===== config.mk =====
export PLATFORM = sky130hd
export DESIGN_NAME = rca_add_scheduler
export DESIGN_NICKNAME = d
export VERILOG_FILES = /design/src/rtl/rca_add_scheduler.sv
export SDC_FILE = /design/constraint.sdc
export NUM_CORES = 1
export LEC_CHECK = 0
export CAP_MARGIN = 5
export CORE_MARGIN = 2
export CORE_UTILIZATION = 42
export DETAILED_ROUTE_END_ITERATION = 7
export PLACE_DENSITY = 0.81
export SLEW_MARGIN = 20
export SYNTH_ARGS = -nofsm -noshare
export SYNTH_HDL_FRONTEND = slang
export SYNTH_SLANG_ARGS = --single-unit

===== constraint.sdc =====
create_clock -name Clk -period 2.5 [get_ports Clk]
set_clock_uncertainty 0.05 [all_clocks]
set_input_delay 0.5 -clock Clk [delete_from_list [all_inputs] [get_ports Clk]]
set_output_delay 0.5 -clock Clk [all_outputs]
set_load 0.005 [all_outputs]

===== src/rtl/rca_add_scheduler.sv =====
// Round-robin owner of a shared external 16-bit ripple-carry adder: latches the
// winner's operands, holds them for SETTLE cycles, then captures the sum.
module rca_add_scheduler #(
  parameter int SETTLE = 6
) (
  input  logic        Clk,
  input  logic        Reset,
  input  logic        Req0,
  input  logic        Req1,
  input  logic [15:0] A0,
  input  logic [15:0] B0,
  input  logic [15:0] A1,
  input  logic [15:0] B1,
  input  logic        Cin0,
  input  logic        Cin1,
  output logic        Gnt0,
  output logic        Gnt1,
  output logic        Done0,
  output logic        Done1,
  output logic [15:0] Sum,
  output logic        Cout,
  output logic        Busy,
  output logic [15:0] AddA,
  output logic [15:0] AddB,
  output logic        AddCin,
  input  logic [15:0] AddSum,
  input  logic        AddCout
);

  localparam int DATA_W = 16;
  localparam int CNT_W  = 8;
  localparam logic [CNT_W-1:0] CNT_LOAD = CNT_W'(SETTLE - 1);

  generate
    if (SETTLE < 1 || SETTLE > 255) begin : g_bad_settle
      $error("rca_add_scheduler: SETTLE must be within 1..255");
    end
  endgenerate

  typedef enum logic {IDLE, HOLD} state_t;

  state_t           state, state_nxt;
  logic [CNT_W-1:0] cnt;
  logic             owner;
  logic             last_owner;
  logic             grant;
  logic             finish;
  logic             win;

  // A tie goes to whichever requester did not own the adder last.
  function automatic logic pick_winner(input logic r0, input logic r1,
                                       input logic last);
    if (r0 && r1) return ~last;
    return r1;
  endfunction

  always_ff @(posedge Clk or posedge Reset) begin
    if (Reset) state <= IDLE;
    else       state <= state_nxt;
  end

  always_comb begin
    state_nxt = state;
    grant     = 1'b0;
    finish    = 1'b0;
    win       = 1'b0;
    case (state)
      IDLE: begin
        if (Req0 || Req1) begin
          grant     = 1'b1;
          win       = pick_winner(Req0, Req1, last_owner);
          state_nxt = HOLD;
        end
      end
      HOLD: begin
        if (cnt == '0) begin
          finish    = 1'b1;
          state_nxt = IDLE;
        end
      end
      default: state_nxt = IDLE;
    endcase
  end

  always_ff @(posedge Clk or posedge Reset) begin
    if (Reset) begin
      cnt        <= '0;
      owner      <= 1'b0;
      last_owner <= 1'b1;
      Busy       <= 1'b0;
      Gnt0       <= 1'b0;
      Gnt1       <= 1'b0;
      Done0      <= 1'b0;
      Done1      <= 1'b0;
    end else begin
      Gnt0  <= grant & ~win;
      Gnt1  <= grant & win;
      Done0 <= finish & ~owner;
      Done1 <= finish & owner;
      if (grant) begin
        owner <= win;
        cnt   <= CNT_LOAD;
        Busy  <= 1'b1;
      end else if (finish) begin
        last_owner <= owner;
        Busy       <= 1'b0;
      end else if (state == HOLD) begin
        cnt <= cnt - CNT_W'(1);
      end
    end
  end

  // Adder inputs change only on a grant; the result only at the end of the window.
  always_ff @(posedge Clk or posedge Reset) begin
    if (Reset) begin
      AddA   <= '0;
      AddB   <= '0;
      AddCin <= 1'b0;
      Sum    <= '0;
      Cout   <= 1'b0;
    end else begin
      if (grant) begin
        AddA   <= win ? A1 : A0;
        AddB   <= win ? B1 : B0;
        AddCin <= win ? Cin1 : Cin0;
      end
      if (finish) begin
        Sum  <= AddSum[DATA_W-1:0];
        Cout <= AddCout;
      end
    end
  end

endmodule


# ---- After elaboration in Yosys (flattened, before gate mapping)
# Cells that the tools add are included.
dict set report totals {
  ff_bits 66
}
dict set report op_classes {
  reduce_logical 7
  bitwise 9
  n_addsub 1
  mux 21
  eq_ne 1
}
# op count
set ops {}
lappend ops {{$mux 16} 2}
lappend ops {{$mux 8} 3}
lappend ops {{$mux 1} 15}
lappend ops {{$logic_not 8->1} 1}
lappend ops {{$sub 8x1->8 const B} 1}
lappend ops {{$not 1->1} 5}
lappend ops {{$and 1x1->1} 4}
lappend ops {{$reduce_and 2->1} 2}
lappend ops {{$reduce_bool 2->1} 2}
lappend ops {{$ne 2x2->1 const B} 1}
lappend ops {{$pmux 1 s2} 1}
lappend ops {{$logic_and 1x1->1} 1}
lappend ops {{$logic_or 1x1->1} 1}

# ---- Logic depth before layout (Yosys ltp)
# Gate-level depths: netlist of run 1.
dict set report logic_depth {
  depth_word 9
  depth_mapped 6
  mapped_depth_nobuf 5
}

# ---- Worst setup path after synthesis of run 1
# Ideal clock, no wire load.
dict set report synth_path {
  path_kind {reg2reg}
  start {register cnt[0]}
  end {register Cout}
  stages_incl_launch_ff 7
  n_path_buf 1
  slack_ps 852
  period_less_slack_ps 1648
  required_time_ps 2322
  t_arrival_ps 1471
  path_cell_list {dfrtp_1 inv_1 ha_1 nor3b_2 nand3_1 buf_2 mux2_1}
}
dict set report synth_between {
  elab_chain_cells 3
}
# element line
set synth_lines {}
lappend synth_lines {{from (decl)} 43} ;# logic [CNT_W-1:0] cnt;
lappend synth_lines {{from (signal assigned)} 108} ;# cnt <= cnt - CNT_W'(1);
lappend synth_lines {{$logic_not 8->1} 76} ;# if (cnt == '0) begin
lappend synth_lines {{$mux 1} 76}
lappend synth_lines {{$mux 1} 67} ;# case (state)
lappend synth_lines {{to (signal assigned)} 129} ;# Cout <= AddCout;
lappend synth_lines {{to (decl)} 21} ;# output logic Cout,
# No other way between the ends.
# A chain may end at the register's enable or synchronous reset.

# ---- Worst setup path in the final report of run 1
dict set report layout_path {
  start {register cnt[0]}
  end {register Sum[1]}
}
dict set report layout_between {
  elab_chain_cells 3
}
# element line
set layout_lines {}
lappend layout_lines {{$logic_not 8->1} 76}
lappend layout_lines {{$mux 1} 76}
lappend layout_lines {{$mux 1} 67}
lappend layout_lines {{to (signal assigned)} 128} ;# Sum <= AddSum[DATA_W-1:0];
lappend layout_lines {{to (decl)} 20} ;# output logic [15:0] Sum,
# No other way between the ends.

==> impl_summary.txt, run 1 <==
----------------------------------------------------
[Yosys]
  Cell type with the largest total area after synthesis ... sky130_fd_sc_hd__dfrtp_1
  Count of flip-flops with a built-in enable after synthesis ... 0
  Combinational family with the most area after synthesis ... compound AO/OA/AOI/OAI gates
  Share of synthesized area occupied by flip-flops and latches ... 52.8%
  Biggest area contributors in the synthesized netlist ... sky130_fd_sc_hd__dfrtp_1, sky130_fd_sc_hd__o2111ai_1, sky130_fd_sc_hd__a31oi_1, sky130_fd_sc_hd__mux2_1, sky130_fd_sc_hd__nor2_1
  Area share of the largest cell type after synthesis ... 52.0%
  Cell area after synthesis ... about 3100 um2
  Average footprint of a synthesized cell ... ~10 um2
  Count of unique library cells instantiated by Yosys ... 38
  Primary FF master, synth ... sky130_fd_sc_hd__dfrtp_1
  Simple-gate portion of the synthesized area ... roughly 8.4%
  Number of cells produced by synthesis ... ~300
  Synth Register Bits ... 66
  Post-synthesis share of cell area spent on full adders, half adders and majority gates ... less than 1%
  Xor/xnor share of the synthesized area ... 0%
  Mux share of post-synthesis cell area ... 8.04%
  Net count of the mapped netlist ... 390
  Synthesis Warnings ... 0
  Async SR Flop Fraction ... 100%
  Synthesized-area fraction occupied by ao, oa, aoi and oai cells ... approximately a quarter

[Critical path]
  Arrival @ worst endpoint ... 2.00 ns
  Worst setup path endpoint ... Sum[1]
  Nature of the critical path endpoint ... register
  Number of cells on the worst reg-to-reg path ... 6
  RR Startpoint ... cnt[0]
  Startpoint of the most critical setup path ... cnt[0]
  Endpoint of the worst-slack reg-to-reg timing path ... Sum[1]
  Required time worst endpoint ... 2.67 ns
  Category of the critical setup timing path ... register to register
  Crit start category ... register
  Max Fanout on Critical Path ... 21
  Reg-to-reg slack, setup ... 0.67 ns

[STA]
  Final number of hold-violating endpoints ... 0
  Number of endpoints failing setup at the final stage ... 0
  Hold_ws ... 0.379 ns
  RSZ-0062 raised after global routing ... no
  Relative max-transition margin ... 60.4%
  Period utilisation layout ... 73.2%
  Transition time at the pin with the least slew margin ... 0.593 ns
  Setup Total Neg Slack ... 0 ns
  Final Slew Violations ... 0
  Period minus WS final ... 1.83 ns
  Maximum clock rate ... approximately 0.55 GHz

[CTS]
  Cell chosen for the clock root ... sky130_fd_sc_hd__clkbuf_8
  Number of buffers on the longest clock path ... 2
  Clk sink count ... 66
  CTS tree ... built
  Post-CTS Setup Bufs ... 0
  Number of resized instances in the post-cts repair step ... 0
  Number of buffers inserted during clock tree synthesis ... 9
  Clock input transition at the sequential cells of the worst setup and hold paths ... 0.07 ns
  Cts hold-fix bufs ... 0
  Skew-Pair Late Insertion Delay ... 0.34 ns
  Deepest level of the CTS H-tree ... 3

[Global route]
  Remaining global-route overflow ... 0
  Vias in the first global route ... 2,913
  Pin count of the biggest net entering global routing ... 67
  Total GRT Usage ... 22.0%
  Number of antenna violations at the first check in global routing ... 0
  First-pass GRT wire length ... roughly 14,000 um

[Detailed routing]
  Sum of routed wire length over all layers ... 8750 um
  Post-route DRC ... 0
  Remaining number of nets flagged by the antenna check after routing ... 0
  DR WL/cell ... ~16 um
  Vias/cell ... 5.55
  Number of design-rule violations left by the first detailed-router iteration ... 244
  Vias after detailed routing ... 3,005
  Number of iterations in the first detailed-routing pass ... 4

[Die]
  Site row count ... 31
  IO Pins ... 142
  Die outline height ... 90.3 um
  Die ar. ... 8150 um2
  Starting density of the core ... between 40% and 50%
  X dimension of the die ... 90.3 um
  Area of the core region ... 7210 um2

[Layout]
  Most frequent cells in the layout ... sky130_fd_sc_hd__clkdlybuf4s50_1, sky130_fd_sc_hd__dfrtp_1, sky130_fd_sc_hd__nor2_1
  Number of diodes ... 0
  Most common library cell in the layout ignoring fill and taps ... sky130_fd_sc_hd__clkdlybuf4s50_1
  Proportion of layout cells with a drive suffix above 1 ... a little under a tenth
  Final #Nets ... 526
  Final standard cell utilization of the core ... 67.7%
  Area added between synthesis and finish ... 56.1%
  Number of fill cells in the layout ... 582

[Outcome]
  Outcome ... finished, final reports clean

[Place]
  DPL Wire Length ... 6210 um
  Final weighted congestion of routability-driven global placement ... between 0.7 and 0.8
  Number of buffer cells added on primary ports ... 141

[Min path]
  Type of the worst min-delay path ... register to register

[Flow run]
  Max-cap check violation count ... 0

[Power and ir drop]
  P per Cell Area ... roughly 500 nW/um2
  Pleak ... 1.94 nW
  Max IR drop VDD ... 0.000257 V

----------------------------------------------------
-- cells by family (layout without fill, tap and decap cells) --
family                     count (synthesis)  count (layout)
muxes                                     23              23
buffers and inverters                     39             180
DFF                                       66              66
and+or+nand+nor                           58              58
AOI/OAI and AO/OA                        113             113
adders and majority gates                  2               2
-- state kept, by name, indices dropped and copies added (netlist names) --
register    cells
owner           1
state           1
AddB           16
Gnt1            1
last_owner      1
Busy            1
AddA           16
Cout            1
cnt             8
Gnt0            1
Sum            16
Done1           1
Done0           1
AddCin          1
-- synthesized netlist by cell type, drive strengths merged (2+ instances only) --
cell type and count:
a31oi 33, buf 8, clkbuf 23, dfrtp 65, ha 2, inv 7, mux2 17, mux2i 6
nand2 6, nand2b 2, nor2 41, nor4 2, o2111ai 34, o211ai 4, o21ai 34
-- per-layer routing --
layer  vias to the layer above  global-route usage [%]  routed length [um]
li1                       1414                       -                   -
met1                      1445                    29.4                3680
met2                       129                    33.3                4260
met3                        17                    7.26                 629
met4                         0                    8.33                 189
met5                         -                       0                   0
-- power by group --
part	switching, W	internal, W
sequential	0.0000323	0.00113
combinational	0.000122	0.000255
clock	0.000404	0.000513
-- worst max-delay path: stages (launching register included) --
cell and delay (ns):
sky130_fd_sc_hd__dfrtp_1 0.42, sky130_fd_sc_hd__inv_1 0.10, sky130_fd_sc_hd__ha_1 0.18, sky130_fd_sc_hd__nor3b_2 0.26, sky130_fd_sc_hd__nand3_1 0.11, sky130_fd_sc_hd__buf_4 0.25
sky130_fd_sc_hd__mux2_1 0.34
-- final cells by class --
type,instances,area (um2),area share (%)
Timing Repair Buffer,156,1550,31.7
Tap cell,99,124,2.54
Inverter,8,30.0,0.615
Clock inverter,4,50.0,1.03
Multi-Input combinational cell,196,1320,27.1
Clock buffer,12,155,3.18
Sequential cell,66,1650,33.9
-- metrics by stage --
stage	setup slack, ns	std cells	area (um2)	power (W)
final	0.671	541	4880	0.00245
after floorplan	0.297	301	3130	0.00127
after global placement	0.558	525	4680	0.00155
after CTS	0.671	541	4880	0.00247
after global routing	0.535	541	4880	0.00256
after detailed placement	0.513	525	4680	0.00156
-- worst min path at each step --
stage	start	endpoint	slack, ns	cells past startpoint
final	owner	Done0	0.38	1
after global routing	owner	Done0	0.40	1
after CTS	owner	Done0	0.38	1
after detailed placement	owner	Done0	0.37	1
after global placement	owner	Done0	0.36	1
after floorplan	owner	Done0	0.35	1
Power figures use the tool's default switching activity.
==> inputs of run 2 (changes only) <==
Settings changed: CORE_UTILIZATION 42 to 38, PLACE_DENSITY 0.81 to 0.77.
Clock period 2.5 ns to 1.5 ns, I/O delays scaled along.
==> run 2 against run 1 <==
The flow now finishes with violations (negative setup slack). Largest power group unchanged. Final cell count rose by 6.7%. Clock-buffer cell count fell by 1. Critical path depth fell by 2. Sequential power rose by 66%. Critical endpoint is now Sum[4].
==> impl_summary.txt, run 2 (synthesis gave the netlist of run 1 again) <==
----------------------------------------------------
[STA]
  Period utilisation layout ... 111%
  Maximum clock rate ... 0.602 GHz
  Transition time at the pin with the least slew margin ... 0.437 ns
  Relative max-transition margin ... 70.5%
  Final number of hold-violating endpoints ... 0
  Final Slew Violations ... 0
  Number of endpoints failing setup at the final stage ... 24
  Period minus WS final ... 1.66 ns
  Post-route worst setup slack ... -0.160 ns
  RSZ-0062 raised after global routing ... yes

[Detailed routing]
  Number of iterations in the first detailed-routing pass ... 4
  DR WL/cell ... 17.0 um
  Remaining number of nets flagged by the antenna check after routing ... 0
  Vias/cell ... around 5.5
  Vias after detailed routing ... 3,161
  Number of design-rule violations left by the first detailed-router iteration ... 174
  Sum of routed wire length over all layers ... ~9800 um
  Post-route DRC ... 0

[Critical path]
  Crit start category ... register
  CP max stage cell ... sky130_fd_sc_hd__dfrtp_1
  Category of the critical setup timing path ... register to register
  Delay-heaviest family, CP ... simple AND/OR/NAND/NOR gates
  Buffers and inverters on the worst path ... 1
  Chain of cells forming the critical path ... nor4_2 -> nand3_2 -> buf_8 -> mux2_1
  Max Fanout on Critical Path ... 12
  Arrival @ worst endpoint ... 1.84 ns
  Required time worst endpoint ... 1.68 ns
  Nature of the critical path endpoint ... register
  CP peak stage delay ... between 0.4 and 0.5 ns

[Outcome]
  Violations in the final reports ... negative setup slack
  Outcome ... finished with violations

[CTS]
  CTS tree ... built
  Deepest level of the CTS H-tree ... 3
  Clock input transition at the sequential cells of the worst setup and hold paths ... 0.07 ns
  Skew-Pair Late Insertion Delay ... 0.34 ns
  Number of buffers inserted during clock tree synthesis ... 9
  Cell chosen for the clock root ... sky130_fd_sc_hd__clkbuf_8
  Number of buffers on the longest clock path ... 2
  Clk sink count ... 66

[Layout]
  Final standard cell utilization of the core ... 64.4%
  Most frequent cells in the layout ... sky130_fd_sc_hd__clkdlybuf4s50_1, sky130_fd_sc_hd__dfrtp_1, sky130_fd_sc_hd__dlygate4sd2_1
  Final design instance area without fill ... 5220 um2
  Proportion of layout cells with a drive suffix above 1 ... 18.4%
  Final #Nets ... 556
  Number of diodes ... 0
  Area added between synthesis and finish ... 66.7%
  Number of fill cells in the layout ... 685
  Largest registers ... AddA x16, AddB x16, Sum x16
  Most common library cell in the layout ignoring fill and taps ... sky130_fd_sc_hd__clkdlybuf4s50_1

[Power and ir drop]
  Fraction of power consumed by the clock network ... a little over a third
  Switching power ... ~0.00097 W
  Pleak ... 2.30 nW
  P per Cell Area ... 768 nW/um2
  Max IR drop VDD ... 0.000377 V
  Internal Pwr Total ... 0.00304 W
  Combinational fraction of design power ... 15.3%
  Seq pwr share ... 48.3%
  Net switching fraction of the power ... 24.1%

[Die]
  Die outline height ... 94.7 um
  Die ar. ... between 8000 and 9000 um2
  IO Pins ... 142
  X dimension of the die ... 94.7 um
  Site row count ... 33
  Starting density of the core ... 38.7%
  Area of the core region ... 8090 um2

[Place]
  Cell area after placement ... slightly below 5000 um2
  Final weighted congestion of routability-driven global placement ... 0.833
  Number of buffer cells added on primary ports ... 141
  DPL Wire Length ... 6750 um
  Pre-CTS setup slack ... -0.259 ns

[Flow run]
  Max-cap check violation count ... 0

[Global route]
  Pin count of the biggest net entering global routing ... 37
  Remaining global-route overflow ... 0
  Total GRT Usage ... 21.8%
  First-pass GRT wire length ... 15,200 um
  Vias in the first global route ... 3,139
  Number of antenna violations at the first check in global routing ... 0

[Min path]
  Type of the worst min-delay path ... input pin to async pin

----------------------------------------------------
run 2: cell types whose count changed in the layout (fill, tap and decap cells not counted), moves of 2 or more:
cell	previous run	this run
sky130_fd_sc_hd__mux2_1	16	6
sky130_fd_sc_hd__buf_12	2	7
sky130_fd_sc_hd__buf_4	13	34
sky130_fd_sc_hd__buf_6	0	2
sky130_fd_sc_hd__inv_1	6	4
sky130_fd_sc_hd__mux2_4	0	10
sky130_fd_sc_hd__clkdlybuf4s50_1	141	86
sky130_fd_sc_hd__dlygate4sd2_1	0	55
sky130_fd_sc_hd__clkbuf_8	11	9
run 2: cell type report:
type / instances / area (um2) / area share [%]
clock inverters: 5 / 56.3 / 1.08
multi-input cells: 196 / 1410 / 27.0
well taps: 105 / 131 / 2.52
inverters: 8 / 33.8 / 0.648
repair buffers: 186 / 1800 / 34.5
flip-flops and latches: 66 / 1650 / 31.7
clock buffers: 11 / 131 / 2.52
run 2: power groups by stage:
stage / clock (W) / sequential, W / combinational (W)
CTS: 0.00148 / 0.00193 / 0.000619
global placement: 0 / 0.00197 / 0.000643
detailed placement: 0 / 0.00197 / 0.000653
finish: 0.00146 / 0.00193 / 0.000614
floorplan: 0 / 0.00197 / 0.000155
global route: 0.00157 / 0.00194 / 0.000667
run 2: final timing paths:
kind	slack [ns]	from	to	cells past startpoint
min in group Clk	0.37	owner	Done0	1
setup / recovery	-0.16	cnt[2]	Sum[4]	4
setup reg to reg	-0.16	cnt[2]	Sum[4]	4
hold / removal	0.22	Reset	cnt[4]	2
hold reg to reg	0.37	owner	Done0	1
max in group asynchronous	0.77	Reset	state	3
run 2: metrics by stage:
| step | TNS, ns | instances | hold slack, ns | total power (W) |
|---|---|---|---|---|
| 4_1_cts | -1.81 | 576 | 0.217 | 0.00403 |
| 5_1_grt | -4.54 | 577 | 0.228 | 0.00418 |
| 3_5_place_dp | -12.39 | 551 | 0.365 | 0.00262 |
| 3_3_place_gp | -9.82 | 551 | 0.363 | 0.00261 |
| 6_report | -2.82 | 577 | 0.220 | 0.00400 |
| 2_1_floorplan | -2.51 | 301 | 0.353 | 0.00212 |
run 2: what timing repair did:
action	4_1_cts	5_1_grt
gates resized for setup	76	3
gates cloned	0	1
setup buffers	9	0
endpoints found under the setup margin	81	56
pin swaps	1	5
hold endpoints to repair	0	0
hold buffers	0	0
run 2: routing by layer:
metal  wire length (um)  GRT usage (%)
met1               3990           27.1
met2               4930           36.5
met3                633           5.35
met4                287           8.21
met5                  0              0
==> inputs of run 3 (changes only) <==
Settings changed: SETUP_SLACK_MARGIN set to 0.15.
==> run 3 against run 2 <==
Utilization grew 3.8 points. Sequential cell count is the same. Global-route usage shrank 0.31 points. The run still ends with negative setup slack left. First-iteration DRC count grew 1.7%. Largest power group unchanged. Design area grew 5.9%. Combinational power grew 11%. Worst setup slack gained 0.033 ns. Critical endpoint is now Sum[14]. Clock-buffer cell count is the same. Critical path depth grew 2. Routed wire length grew 5.0%. Non-clock buffer count grew 6. Sequential share of layout area shrank 1.8 points.
==> impl_summary.txt, run 3 (synthesis gave the netlist of run 1 again) <==
----------------------------------------------------
[Outcome]
  Outcome ... finished with violations
  Violations in the final reports ... negative setup slack

[Critical path]
  Startpoint of the most critical setup path ... cnt[0]
  Endpoint of the worst-slack reg-to-reg timing path ... Sum[14]
  Max Fanout on Critical Path ... 19
  Category of the critical setup timing path ... register to register
  Arrival @ worst endpoint ... 1.79 ns
  Nature of the critical path endpoint ... register
  Number of cells on the worst reg-to-reg path ... 6
  Reg-to-reg slack, setup ... -0.13 ns
  RR Startpoint ... cnt[0]
  Worst setup path endpoint ... Sum[14]
  Crit start category ... register
  Required time worst endpoint ... between 1.5 and 2 ns

[Layout]
  Largest registers ... AddA x16, AddB x16, Sum x16
  Number of diodes ... 0
  Area added between synthesis and finish ... 76.5%
  Most common library cell in the layout ignoring fill and taps ... sky130_fd_sc_hd__clkdlybuf4s50_1
  Final #Nets ... approximately 560
  Most frequent cells in the layout ... sky130_fd_sc_hd__clkdlybuf4s50_1, sky130_fd_sc_hd__dfrtp_1, sky130_fd_sc_hd__clkdlybuf4s15_1
  Proportion of layout cells with a drive suffix above 1 ... 25.7%

[Place]
  Number of buffer cells added on primary ports ... 141
  DPL Wire Length ... around 6400 um
  Final weighted congestion of routability-driven global placement ... roughly 0.84

[Die]
  Die outline height ... 94.7 um
  X dimension of the die ... 94.7 um
  Area of the core region ... 8090 um2
  Site row count ... 33
  Starting density of the core ... 38.7%
  IO Pins ... 142
  Die ar. ... 8970 um2

[CTS]
  Cell chosen for the clock root ... sky130_fd_sc_hd__clkbuf_8
  Clk sink count ... 66
  Number of buffers inserted during clock tree synthesis ... 9
  Clock input transition at the sequential cells of the worst setup and hold paths ... approximately 0.07 ns
  Number of buffers on the longest clock path ... 2
  Skew-Pair Late Insertion Delay ... ~0.33 ns
  CTS tree ... built
  Cts hold-fix bufs ... 0
  Deepest level of the CTS H-tree ... 3

[Power and ir drop]
  Fraction of power consumed by the clock network ... between 30% and 40%
  P per Cell Area ... 712 nW/um2
  Total power ... around 0.0039 W
  Max IR drop VDD ... 0.000454 V
  Internal Pwr Total ... between 0.002 and 0.003 W
  Switching power ... ~0.001 W
  Pleak ... 2.32 nW
  Seq pwr share ... 49.2%
  Net switching fraction of the power ... between 20% and 30%
  Combinational fraction of design power ... 17.3%

[Detailed routing]
  Sum of routed wire length over all layers ... between 10,000 and 15,000 um
  Post-route DRC ... 0
  Number of iterations in the first detailed-routing pass ... 4
  DR WL/cell ... 17.7 um
  Vias/cell ... 5.49
  Remaining number of nets flagged by the antenna check after routing ... 0
  Number of design-rule violations left by the first detailed-router iteration ... 177
  Vias after detailed routing ... between 3,000 and 4,000

[Global route]
  Number of antenna violations at the first check in global routing ... 0
  Pin count of the biggest net entering global routing ... 45
  Total GRT Usage ... 21.4%
  First-pass GRT wire length ... between 10,000 and 15,000 um
  Vias in the first global route ... 3,076
  Remaining global-route overflow ... 0

[STA]
  Period utilisation layout ... 108%
  Final number of hold-violating endpoints ... 0
  Relative max-transition margin ... 78.4%
  Post-route worst setup slack ... -0.127 ns
  RSZ-0062 raised after global routing ... yes
  Number of endpoints failing setup at the final stage ... 24
  Hold_ws ... 0.340 ns
  Final Slew Violations ... 0
  Maximum clock rate ... 0.614 GHz
  Transition time at the pin with the least slew margin ... 0.323 ns
  Period minus WS final ... between 1.5 and 2 ns

[Min path]
  Type of the worst min-delay path ... input pin to async pin

[Flow run]
  Max-cap check violation count ... 0

----------------------------------------------------
[run 3: changes by cell type in the layout (fill, tap and decap cells not counted), sizes merged]
cell | previous run | this run
buf | 44 | 50
bufinv | 1 | 0
dlymetal6s2s | 0 | 1
dlygate4sd2 | 55 | 4
clkinvlp | 2 | 3
clkdlybuf4s50 | 86 | 85
clkdlybuf4s15 | 0 | 51
[run 3: layout make-up]
type | count | area (um2)
repair buffers | 192 | 1950
clock buffers | 11 | 141
inverters | 8 | 38.8
well taps | 105 | 131
multi-input cells | 196 | 1570
fillers | 599 | 2570
flip-flops and latches | 66 | 1650
clock inverters | 5 | 30.0
[run 3: critical path: stages (launching register included)]
cell and delay [ns]:
sky130_fd_sc_hd__dfrtp_1 0.39, sky130_fd_sc_hd__inv_2 0.09, sky130_fd_sc_hd__ha_4 0.14, sky130_fd_sc_hd__nor3b_4 0.21, sky130_fd_sc_hd__nand3_2 0.11, sky130_fd_sc_hd__buf_12 0.19
sky130_fd_sc_hd__mux2_1 0.31
[run 3: worst min-delay path by stage]
stage	startpoint	end	slack, ns	cells past startpoint
2_1_floorplan	owner	Done0	0.35	1
3_3_place_gp	owner	Done0	0.36	1
3_5_place_dp	owner	Done0	0.37	1
4_1_cts	Reset	Sum[11]	0.34	3
5_1_grt	Reset	Sum[5]	0.35	3
6_report	Reset	Sum[11]	0.34	3
[run 3: what timing repair did]
action                                  CTS  global route
endpoints found under the setup margin   94            95
pin swaps                                 6             7
setup buffers                             6            12
resized for setup                        81            83
gates cloned                              1             1
[run 3: per-layer routing]
layer / track usage, % / wire [um]
met5: 0 / 0
met4: 6.64 / 116
met3: 5.43 / 824
met2: 35.3 / 5080
met1: 27.8 / 4310
[run 3: through the flow]
| step | cell area [um2] | utilization, % | setup TNS (ns) | instances | setup slack (ns) |
|---|---|---|---|---|---|
| after global routing | 5520 | 68.2 | -3.83 | 583 | -0.206 |
| after CTS | 5150 | 63.7 | -1.92 | 570 | -0.0957 |
| after floorplan | 3170 | - | -2.39 | 301 | -0.133 |
| after global placement | 4910 | 60.7 | -6.28 | 547 | -0.140 |
| after detailed placement | 4910 | 60.7 | -8.58 | 547 | -0.177 |
| final | 5520 | 68.2 | -2.31 | 583 | -0.127 |
[run 3: power by group through the flow]
stage                     Clock (W)  Sequential, W  Combinational [W]
after floorplan                   0        0.00197           0.000156
after global placement            0        0.00196           0.000630
after detailed placement          0        0.00197           0.000642
after CTS                   0.00133        0.00193           0.000605
after global routing        0.00142        0.00194           0.000735
final                       0.00132        0.00193           0.000679
